$ cat src/rtl/hazard_pkg.sv
// Shared types and constants for the pipeline hazard/stall controller.
// Holds the FSM states, stall-cause debug codes and parameter defaults.
package hazard_pkg;

    typedef enum logic {
        RUN    = 1'b0,
        MULDIV = 1'b1
    } state_t;

    localparam logic [4:0] REG_ZERO = 5'd0;

    localparam int MULDIV_CYCLES_DEFAULT = 4;
    localparam int MEM_TIMEOUT_DEFAULT   = 64;

    typedef logic [2:0] cause_t;

    localparam cause_t CAUSE_NONE    = 3'd0;
    localparam cause_t CAUSE_MEM     = 3'd1;
    localparam cause_t CAUSE_MULDIV  = 3'd2;
    localparam cause_t CAUSE_BRANCH  = 3'd3;
    localparam cause_t CAUSE_LOADUSE = 3'd4;

endpackage

$ cat src/rtl/hazard_stall_controller_sat_counter.sv
// Saturating up-counter with synchronous clear.
// Clear wins over increment; the count sticks at all-ones.
module sat_counter #(
    parameter int W = 16
) (
    input  logic         clk,
    input  logic         reset,
    input  logic         clr,
    input  logic         inc,
    output logic [W-1:0] count
);

    always_ff @(posedge clk or negedge reset) begin
        if (!reset) begin
            count <= '0;
        end else if (clr) begin
            count <= '0;
        end else if (inc && (count != '1)) begin
            count <= count + 1'b1;
        end
    end

endmodule

$ cat src/rtl/hazard_stall_controller.sv
// Stall/flush sequencer for the 5-stage pipeline: decides load, hold,
// flush or bubble for every pipeline register each cycle.
module hazard_stall_controller
    import hazard_pkg::*;
#(
    parameter int MULDIV_CYCLES = MULDIV_CYCLES_DEFAULT,
    parameter int MEM_TIMEOUT   = MEM_TIMEOUT_DEFAULT,
    parameter int STAT_W        = 16
) (
    input  logic              clk,
    input  logic              reset,
    input  logic [4:0]        id_rs,
    input  logic [4:0]        id_rt,
    input  logic              id_uses_rt,
    input  logic              ex_mem_read,
    input  logic [4:0]        ex_rt,
    input  logic              ex_muldiv,
    input  logic              ex_branch_taken,
    input  logic              mem_req,
    input  logic              mem_ack,
    input  logic              stat_clr,
    output logic              pc_write,
    output logic              if_id_write,
    output logic              if_id_flush,
    output logic              id_ex_write,
    output logic              id_ex_bubble,
    output logic              ex_mem_write,
    output logic              mem_wb_write,
    output logic              muldiv_done,
    output logic              mem_error,
    output logic [STAT_W-1:0] stall_cycles
);

    localparam int WAIT_W = $clog2(MEM_TIMEOUT + 1);
    localparam logic [7:0] CNT_INIT = 8'(MULDIV_CYCLES - 2);
    localparam logic [WAIT_W-1:0] WAIT_MAX = WAIT_W'(MEM_TIMEOUT);
    localparam logic [WAIT_W-1:0] WAIT_LAST = WAIT_W'(MEM_TIMEOUT - 1);

    state_t            state;
    state_t            state_nx;
    logic [7:0]        cnt;
    logic [7:0]        cnt_nx;
    logic [WAIT_W-1:0] wait_cnt;
    cause_t            cause;
    logic              mem_stall;
    logic              load_use;
    logic              freeze;

    assign mem_stall = mem_req & ~mem_ack;

    assign load_use = ex_mem_read & (ex_rt != REG_ZERO) &
                      ((ex_rt == id_rs) | (id_uses_rt & (ex_rt == id_rt)));

    assign freeze = ((state == RUN) & ex_muldiv) |
                    ((state == MULDIV) & (cnt != 8'd0));

    always_ff @(posedge clk or negedge reset) begin
        if (!reset) begin
            state <= RUN;
            cnt   <= 8'd0;
        end else begin
            state <= state_nx;
            cnt   <= cnt_nx;
        end
    end

    // The countdown keeps running under a mem stall; only release waits.
    always_comb begin
        state_nx = state;
        cnt_nx   = cnt;
        unique case (state)
            RUN: begin
                if (ex_muldiv && !mem_stall) begin
                    state_nx = MULDIV;
                    cnt_nx   = CNT_INIT;
                end
            end
            MULDIV: begin
                if (cnt != 8'd0) begin
                    cnt_nx = cnt - 8'd1;
                end else if (!mem_stall) begin
                    state_nx = RUN;
                end
            end
            default: state_nx = RUN;
        endcase
    end

    always_comb begin
        priority case (1'b1)
            mem_stall:       cause = CAUSE_MEM;
            freeze:          cause = CAUSE_MULDIV;
            ex_branch_taken: cause = CAUSE_BRANCH;
            load_use:        cause = CAUSE_LOADUSE;
            default:         cause = CAUSE_NONE;
        endcase
    end

    always_comb begin
        pc_write     = 1'b1;
        if_id_write  = 1'b1;
        if_id_flush  = 1'b0;
        id_ex_write  = 1'b1;
        id_ex_bubble = 1'b0;
        ex_mem_write = 1'b1;
        mem_wb_write = 1'b1;
        muldiv_done  = (state == MULDIV) && (cnt == 8'd0) && !mem_stall;
        unique case (cause)
            CAUSE_MEM: begin
                pc_write     = 1'b0;
                if_id_write  = 1'b0;
                id_ex_write  = 1'b0;
                ex_mem_write = 1'b0;
                mem_wb_write = 1'b0;
            end
            CAUSE_MULDIV: begin
                pc_write     = 1'b0;
                if_id_write  = 1'b0;
                id_ex_write  = 1'b0;
                ex_mem_write = 1'b0;
            end
            CAUSE_BRANCH: begin
                if_id_flush  = 1'b1;
                id_ex_bubble = 1'b1;
            end
            CAUSE_LOADUSE: begin
                pc_write     = 1'b0;
                if_id_write  = 1'b0;
                id_ex_bubble = 1'b1;
            end
            default: ;
        endcase
        if (!reset) begin
            pc_write     = 1'b0;
            if_id_write  = 1'b0;
            if_id_flush  = 1'b0;
            id_ex_write  = 1'b0;
            id_ex_bubble = 1'b1;
            ex_mem_write = 1'b0;
            mem_wb_write = 1'b0;
            muldiv_done  = 1'b0;
        end
    end

    always_ff @(posedge clk or negedge reset) begin
        if (!reset) begin
            wait_cnt  <= '0;
            mem_error <= 1'b0;
        end else if (mem_stall) begin
            if (wait_cnt != WAIT_MAX) begin
                wait_cnt <= wait_cnt + 1'b1;
            end
            if (wait_cnt == WAIT_LAST) begin
                mem_error <= 1'b1;
            end
        end else begin
            wait_cnt <= '0;
        end
    end

    sat_counter #(
        .W(STAT_W)
    ) u_stall_cnt (
        .clk  (clk),
        .reset(reset),
        .clr  (stat_clr),
        .inc  (~pc_write),
        .count(stall_cycles)
    );

endmodule

$ cat config.mk
export PLATFORM = sky130hd
export DESIGN_NAME = hazard_stall_controller
export DESIGN_NICKNAME = d
export VERILOG_FILES = /design/src/rtl/hazard_pkg.sv /design/src/rtl/hazard_stall_controller_sat_counter.sv /design/src/rtl/hazard_stall_controller.sv
export SDC_FILE = /design/constraint.sdc
export NUM_CORES = 1
export LEC_CHECK = 0
export CAP_MARGIN = 20
export CORE_ASPECT_RATIO = 0.75
export CORE_MARGIN = 3
export CORE_UTILIZATION = 53
export CTS_CLUSTER_SIZE = 10
export DETAILED_ROUTE_END_ITERATION = 8
export MAX_ROUTING_LAYER = met4
export PLACE_DENSITY = 0.85
export REMOVE_ABC_BUFFERS = 1
export SLEW_MARGIN = 5
export SYNTH_ARGS = -nofsm -noshare
export SYNTH_HDL_FRONTEND = slang
export SYNTH_SLANG_ARGS = --single-unit
$ cat constraint.sdc
create_clock -name clk -period 3.9 [get_ports clk]
set_clock_uncertainty 0.05 [all_clocks]
set_input_delay 0.78 -clock clk [delete_from_list [all_inputs] [get_ports clk]]
set_output_delay 0.78 -clock clk [all_outputs]
set_load 0.05 [all_outputs]
==> Word level (Yosys, flattened, before mapping) <==
Cells that the tools add are included.
{ "word_totals": {"input_bits": 24, "ff_bits": 33, "word_cells": 71, "output_inout_bits": 25} }
{ "op_classes": {"add_sub_neg": 3, "muxes": 26, "bitwise_logic": 11, "reduce_logical": 14, "n_eq_ne": 12} }
{ "op_table": {"columns": ["op", "count"], "rows": [
  ["two-way mux 16 bit", 2],
  ["adder 16 x 1 -> 16 bit (second input constant)", 1],
  ["two-way mux 8 bit", 2],
  ["inequality test 16 bit (second input constant)", 1],
  ["one-hot mux 8 bit (2 select lines)", 1],
  ["two-way mux 1 bit", 14],
  ["two-way mux 7 bit", 2],
  ["two-way mux 3 bit", 4],
  ["== test 5 bit", 2],
  ["zero test 8 bit", 1],
  ["nonzero test 8 bit", 1],
  ["subtractor 8 x 1 -> 8 bit (second input constant)", 1],
  ["adder 7 x 1 -> 7 bit (second input constant)", 1],
  ["== test 7 x 6 -> 1 bit (second input constant)", 1],
  ["inequality test 7 bit (second input constant)", 1],
  ["bitwise AND 1 bit", 6],
  ["== test 3 x 2 -> 1 bit (second input constant)", 2],
  ["inequality test 2 x 1 -> 1 bit (second input constant)", 3],
  ["nonzero test 5 bit", 1],
  ["logical AND 1 bit", 4],
  ["AND reduction 2 bit", 2],
  ["OR reduction 2 bit", 2],
  ["== test 3 x 1 -> 1 bit (second input constant)", 1],
  ["== test 3 bit (second input constant)", 1],
  ["other kinds (6)", 9]
]} }

==> Depth between registers and ports, before layout <==
{ "depth": {"depth_word": 16, "mapped_depth": 11, "depth_no_buf": 9} }

==> Cells and area by module <==
Synthesis repeated with hierarchy kept, for this count alone.
{ "unflattened": {"cells_unflattened": 211, "area_unflattened_um2": 2042.0} }
{ "by_module_without_submodules": {"columns": ["mod", "cells_per_inst", "instances", "area_each_um2", "seq_area_each_um2"], "rows": [
  ["hazard_stall_controller", 113, 1, 1099.8, 425.4],
  ["sat_counter", 98, 1, 942.2, 400.4]
]} }

==> Worst setup path before layout <==
Ideal clock, no wire load.
{ "synth_path": {"path_type": "input -> output", "startpoint": "input port mem_ack", "endpoint": "output port muldiv_done", "arrival_time_ns": 2.701, "n_path_buf": 1, "path_stages": 4, "path_slack_ns": 0.369, "required_ns": 3.070, "cell_sequence": "nand2b_1 > clkbuf_1 > nand2_1 > nor4_1"} }
{ "synth_between": {"elab_chain_len": 5} }
{ "synth_lines": {"columns": ["element", "line", "rtl"], "rows": [
  ["start: declaration", "hazard_stall_controller.sv:20", "input logic mem_ack,"],
  ["NOT 1 bit", "hazard_stall_controller.sv:49", "assign mem_stall = mem_req & ~mem_ack;"],
  ["bitwise AND 1 bit", "hazard_stall_controller.sv:49", null],
  ["zero test 1 bit", "hazard_stall_controller.sv:107", "muldiv_done = (state == MULDIV) && (cnt == 8'd0) && !mem_stall;"],
  ["logical AND 1 bit", "hazard_stall_controller.sv:107", null],
  ["two-way mux 1 bit", "hazard_stall_controller.sv:133", "if (!reset) begin"],
  ["end: declaration", "hazard_stall_controller.sv:29", "output logic muldiv_done,"]
]} }
Every way passes these cells.

==> Worst setup path in the final report <==
{ "layout_path": {"startpoint": "input port mem_ack", "endpoint": "output port if_id_write"} }
{ "layout_between": {"elab_chain_len": 7, "word_cells_on_any_way": 9, "cone_classes": "3 x eq/ne; 3 x mux; 2 x bitwise; 1 x reduce/logical"} }
{ "layout_lines": {"columns": ["element", "line", "rtl"], "rows": [
  ["NOT 1 bit (*)", "hazard_stall_controller.sv:49", null],
  ["bitwise AND 1 bit (*)", "hazard_stall_controller.sv:49", null],
  ["two-way mux 3 bit (*)", "hazard_stall_controller.sv:90", "priority case (1'b1)"],
  ["== test 3 x 1 -> 1 bit, or another cell as far along", "hazard_stall_controller.sv:108", "unique case (cause)"],
  ["OR reduction 3 bit (no source line) (*)", null, null],
  ["two-way mux 1 bit (*)", "hazard_stall_controller.sv:108", null],
  ["two-way mux 1 bit (*)", "hazard_stall_controller.sv:133", null],
  ["end: declaration", "hazard_stall_controller.sv:23", "output logic if_id_write,"]
]} }
Mark *: on every way between the ends. The rest lies on a longest branch, timed or not.

==> metrics.txt <==
Initial DRC Count=113; Area growth syn-to-layout=33.6%; core area=0.00345 sq mm; Top Layer Used=met4; # diodes=0; total power=946 uW; WP data arrival=2.45 ns; drt pass-1 iters=4; status=complete, no violations; vias in the first global route=1,577; full die area=0.00454 sq mm; TritonCTS clock tree=done; measured slew at the worst slew-check pin=0.710 ns; H-tree levels=2; Synth Area in Compound Gates=0.117; hold path endpoint=mem_error$_DFFE_PN0P_; crit path capture type=output port; Post-synth EDFFs=0; FF-to-FF End=u_stall_cnt.count[15]$_DFFE_PN0P_; Cells after Synth=219; ratio of cells with drive above 1 in the final layout=0.104; fin crit share=0.842; antenna-violating nets left=0; worst path required time=3.07 ns; routed length on met3=243 microns; Clk pwr share=0.272; Synth Area in Adders=0.0314; Slew Viols, Final=0; Hold Buf Count CTS=0; largest net degree at the start of global routing=26; Sequential Power Share=0.466; Pint=647 uW; routability-driven placement congestion ratio=0.806; Clk Latency, worst-skew pair=0.28 ns; pwr dens=355 mW/mm^2; initial core utilization=0.578; Ys Warns=0; total CTS buffers=5; Worst Hold Class=register to register; NetSw=299 uW; met1 wire length=2220 microns; Avg Vias per Cell=5.56; post-synthesis simple-gate area fraction=0.267; setup bufs post-CTS=0; maxcap violations=0; xor/xnor share of the synthesized area=0.0967; Top FF cell, synth=dfrtp_1; Die Wd=76.8 microns; final design utilization=0.773; Total Routing Usage GR=0.226; first-pass GRT wire length=7740 microns; hold path start=mem_error$_DFFE_PN0P_; row cnt=18; maximum clock path buffer count=2; metal2 WL=2090 microns; most common cell after layout, fill and taps aside=clkdlybuf4s50_1; I/O Buffers=48; RSZ-0062 raised after global routing=no; clk sinks=33; Mapped Area=0.00199 sq mm; Setup WS pre-CTS=0.621 ns; kind of critical path=input pin to output port; largest family of logic cells by synthesized area=simple AND/OR/NAND/NOR gates; initial antenna violation count=0; Ports=49; VDD IR-drop max=0.390 mV; dpl cell area=0.00258 sq mm; CTS resizes=0; number of nets in the layout=297; Root Driver=clkbuf_8; Post-Route WL=4590 microns; element type at the critical path start=input pin; power share of the combinational group=0.262; setup violators final=0; slew margin rel.=0.525; Crit Path Max Fanout=25; Final WS setup=0.616 ns; Worst R2R Start=cnt[0]$_DFFE_PN0P_; FMAX=305 MHz; die height=59.1 microns; Switching Share=0.316; most frequent cells in the layout=clkdlybuf4s50_1 (40), dfrtp_1 (33), nor2_1 (28); Avg Inst Size Synth=9.10 sq um; mean routed wirelength per cell=14.4 microns; Placed Cells=311; Min-Delay Path Depth=1; drt drc=0; sequential share of the synthesized area=0.414; internal reg-to-reg setup slack=1.21 ns; global route total overflow=0; Worst Hold Margin=0.411 ns; Non-Filler Instances=318; Netlist cell types=43; Async SR Flop Fraction=1.00; Yosys reg bits=33; Clk pin slew, worst setup/hold paths=0.06 ns; hpwl dp=3480 microns; R2R cell count=9; fin crit period=3.28 ns; P_leak=1.09 nW; routed vias=1,767; post-synthesis mux area share=0.0276; Post-Layout Inst Area=0.00266 sq mm; Final Hold Vio Count=0; setup tns final=0 ns
-- kinds of logic after synthesis --
family	count (synthesis)
simple gates	100
xor+xnor	22
buf+inv	19
fa+ha+maj	5
mux	5
flops	33
compound gates	35
-- synthesized netlist by cell type, types with 2 or more instances --
master | n | area [sq um]
or3_1 | 2 | 12.5
dfrtp_1 | 33 | 826
mux2_2 | 4 | 45.0
nor4b_1 | 2 | 17.5
o41ai_1 | 2 | 17.5
nor2_1 | 28 | 105
nand2_1 | 15 | 56.3
o31ai_1 | 8 | 60.1
nand4b_1 | 2 | 17.5
nand2b_1 | 3 | 18.8
o21ai_0 | 3 | 15.0
xor2_1 | 8 | 70.1
inv_1 | 9 | 33.8
clkbuf_1 | 5 | 18.8
nand4_1 | 6 | 37.5
and3_1 | 4 | 25.0
buf_4 | 2 | 15.0
or4_1 | 8 | 60.1
xnor2_1 | 14 | 123
nand3_1 | 12 | 60.1
ha_1 | 5 | 62.6
a21oi_1 | 15 | 75.1
nor3_1 | 5 | 25.0
nor2b_1 | 5 | 31.3
-- state kept, by name, indices dropped and copies added, names as in the netlist --
register / count
state: 1
mem_error: 1
u_stall_cnt.count: 16
cnt: 8
wait_cnt: 7
-- how the worst max path moves through the flow --
stage	startpoint	endpoint	slack, ns	cells past startpoint
2_1_floorplan	cnt[0]$_DFFE_PN0P_	id_ex_bubble	0.47	7
3_3_place_gp	mem_ack	if_id_write	0.69	6
3_5_place_dp	mem_ack	if_id_write	0.62	6
4_1_cts	mem_ack	if_id_write	0.62	6
5_1_grt	cnt[0]$_DFFE_PN0P_	if_id_write	0.50	8
6_report	mem_ack	if_id_write	0.62	6
-- metal layers --
layer | global-route usage | vias to the layer above
met5 | - | -
met4 | 0.0620 | 0
met3 | 0.0562 | 6
met2 | 0.314 | 51
met1 | 0.328 | 835
li1 | - | 875
-- power by group through the flow --
stage,clock network (mW),registers (mW),logic [mW]
final,0.257,0.441,0.248
after detailed placement,0,0.445,0.248
after CTS,0.262,0.441,0.250
after global placement,0,0.442,0.239
after global routing,0.281,0.447,0.280
after floorplan,0,0.446,0.152
-- layout make-up --
class	instances	area (sq um)
Sequential cell	33	826
Inverter	10	40.0
Clock buffer	7	86.3
Tap cell	50	62.6
Timing Repair Buffer	51	571
Multi-Input combinational cell	167	1080
Fill cell	250	783
-- worst max-delay path, cell delays in order --
cell and delay, ns:
clkdlybuf4s50_1 0.47, nand2b_1 0.35, nand4_1 0.20, a21o_4 0.26, inv_4 0.21, buf_12 0.18
Note: power is estimated with default switching activity, not from simulation.
==> edit, RTL diff (same settings) <==
The package constant `REG_ZERO` goes from 5'd0 to 5'd1.
--- a/src/rtl/hazard_pkg.sv
+++ b/src/rtl/hazard_pkg.sv
@@ -9,3 +9,3 @@
 
-    localparam logic [4:0] REG_ZERO = 5'd0;
+    localparam logic [4:0] REG_ZERO = 5'd1;
 
Function: changed (a bounded check fails within 4 cycles, from zero or initial values and one cycle with reset low).
==> edit against the original RTL <==
Synthesized area up 0.63%; utilization increased by 0.44 points; total power rose by 0.45%; final area up 0.56%; setup slack improved by 93 ps; clock power about the same; critical endpoint is now id_ex_bubble; wire length is 3.6% higher; synthesized cell count shrank 1.4%; final cell count down 0.63%; non-clock buffer count is 1 higher; critical path type unchanged; sequential cell count is the same; highest routed layer unchanged; critical path depth up 1.
==> edit: results (changes against the original RTL) <==
final_layout:
  multi_input_area_share_pct: 40.7  # +0.29 points
  nFillCells: 227  # -9.2%
  multi_input_area_um2: 1090  # +1.3%
  clock_area_share_pct: 3.22  # -0.018 points
  finalNonFillerCells: 316  # -0.63%
  buf_share_pct: 21.6  # +0.16 points
  drive_gt1_share_pct: 11.3  # +0.83 points
  buffers_excl_clock: 52  # +2.0%
  nets: 295  # -0.67%
  nMultiInputCombCells: 165  # -1.2%
power:
  p_leak_nw: 1.09  # about the same
  vdd_drop_max_mv: 0.222  # -43%
clock_tree:
  htreeDepth: 2  # unchanged
  cts_root_buffer: "clkbuf_8"
  clk_pin_slew_ps: 60  # about the same
yosys:
  synthMuxAreaShare_pct: 3.31  # +0.54 points
  synthAdderAreaFrac_pct: 3.12  # -0.020 points
  synth_compound_area_share_pct: 11.0  # -0.70 points
  netlist_top_cells_area: "dfrtp_1 41%, xnor2_1 6.1%, nor2_1 5.2%"
  synth_common_cells: "33 x dfrtp_1, 28 x nor2_1, 15 x nand2_1"
  synthesis.instances: 216  # -1.4%
  yosysUniqueCellTypes: 45  # +4.7%
  ys.flop_type: "dfrtp_1"
  synthXorXnorAreaFrac_pct: 9.61  # -0.060 points
  seq_area_frac_synth_pct: 41.2  # -0.26 points
global_route:
  grt_usage_pct: 23.6  # +0.98 points
  first_global_vias: 1730  # +9.7%
  grt_pass1_wl_um: 8160  # +5.4%
  use_met3_pct: 6.08  # +0.46 points
  grt_max_degree: 34  # +31%
  gr-usage-met1_pct: 30.6  # -2.2 points
  met2_usage_pct: 37.0  # +5.6 points
outcome:
  status: "completed"
route:
  vias_per_cell: 5.49  # -1.2%
  drt-pass1-iter-count: 4  # unchanged
  wl_met1_um: 2320  # +4.2%
  drt_wl_total_um: 4750  # +3.6%
  drt-initial-drc-count: 72  # -36%
  dr_wl_met2_um: 2210  # +5.9%
  dr_wl_met3_um: 161  # -34%
worst_setup_path:
  critPathMaxFanout: 3  # -88%
  arrival_ps: 2360  # -90 ps
placed_design:
  dp_slack_ps: 726  # +105 ps
  dpl.hpwl_um: 3470  # -0.23%
  dpl_cell_area_um2: 2590  # +0.58%
  gp_congestion: 0.790  # -2.1%
  place_inst: 309  # -0.64%
timing:
  worst_slew_pin_slew_ps: 737  # +26.9 ps
edit: final timing paths:
check / from / to / slack, ps / cells past startpoint
max: ex_rt[4] / id_ex_bubble / 710 / 7
min in group asynchronous: reset / cnt[7]$_DFFE_PN0P_ / 1010 / 2
max reg2reg: cnt[0]$_DFFE_PN0P_ / u_stall_cnt.count[12]$_DFFE_PN0P_ / 1120 / 9
max in group asynchronous: reset / wait_cnt[2]$_DFFE_PN0P_ / 2480 / 2
min reg2reg: mem_error$_DFFE_PN0P_ / mem_error$_DFFE_PN0P_ / 410 / 1
min: mem_error$_DFFE_PN0P_ / mem_error$_DFFE_PN0P_ / 410 / 1
edit: worst max-delay path, cell delays in order:
cell             delay (ps)
clkdlybuf4s50_1         550
xnor2_1                 140
nand3_1                  90
o22ai_1                 310
a21oi_1                 110
o21ai_0                 160
buf_4                   220
edit: power by group:
group          internal, mW  total [mW]  switching [mW]
registers             0.392       0.443          0.0505
logic                 0.116       0.250           0.133
clock network         0.140       0.258           0.118
total                 0.648       0.951           0.302
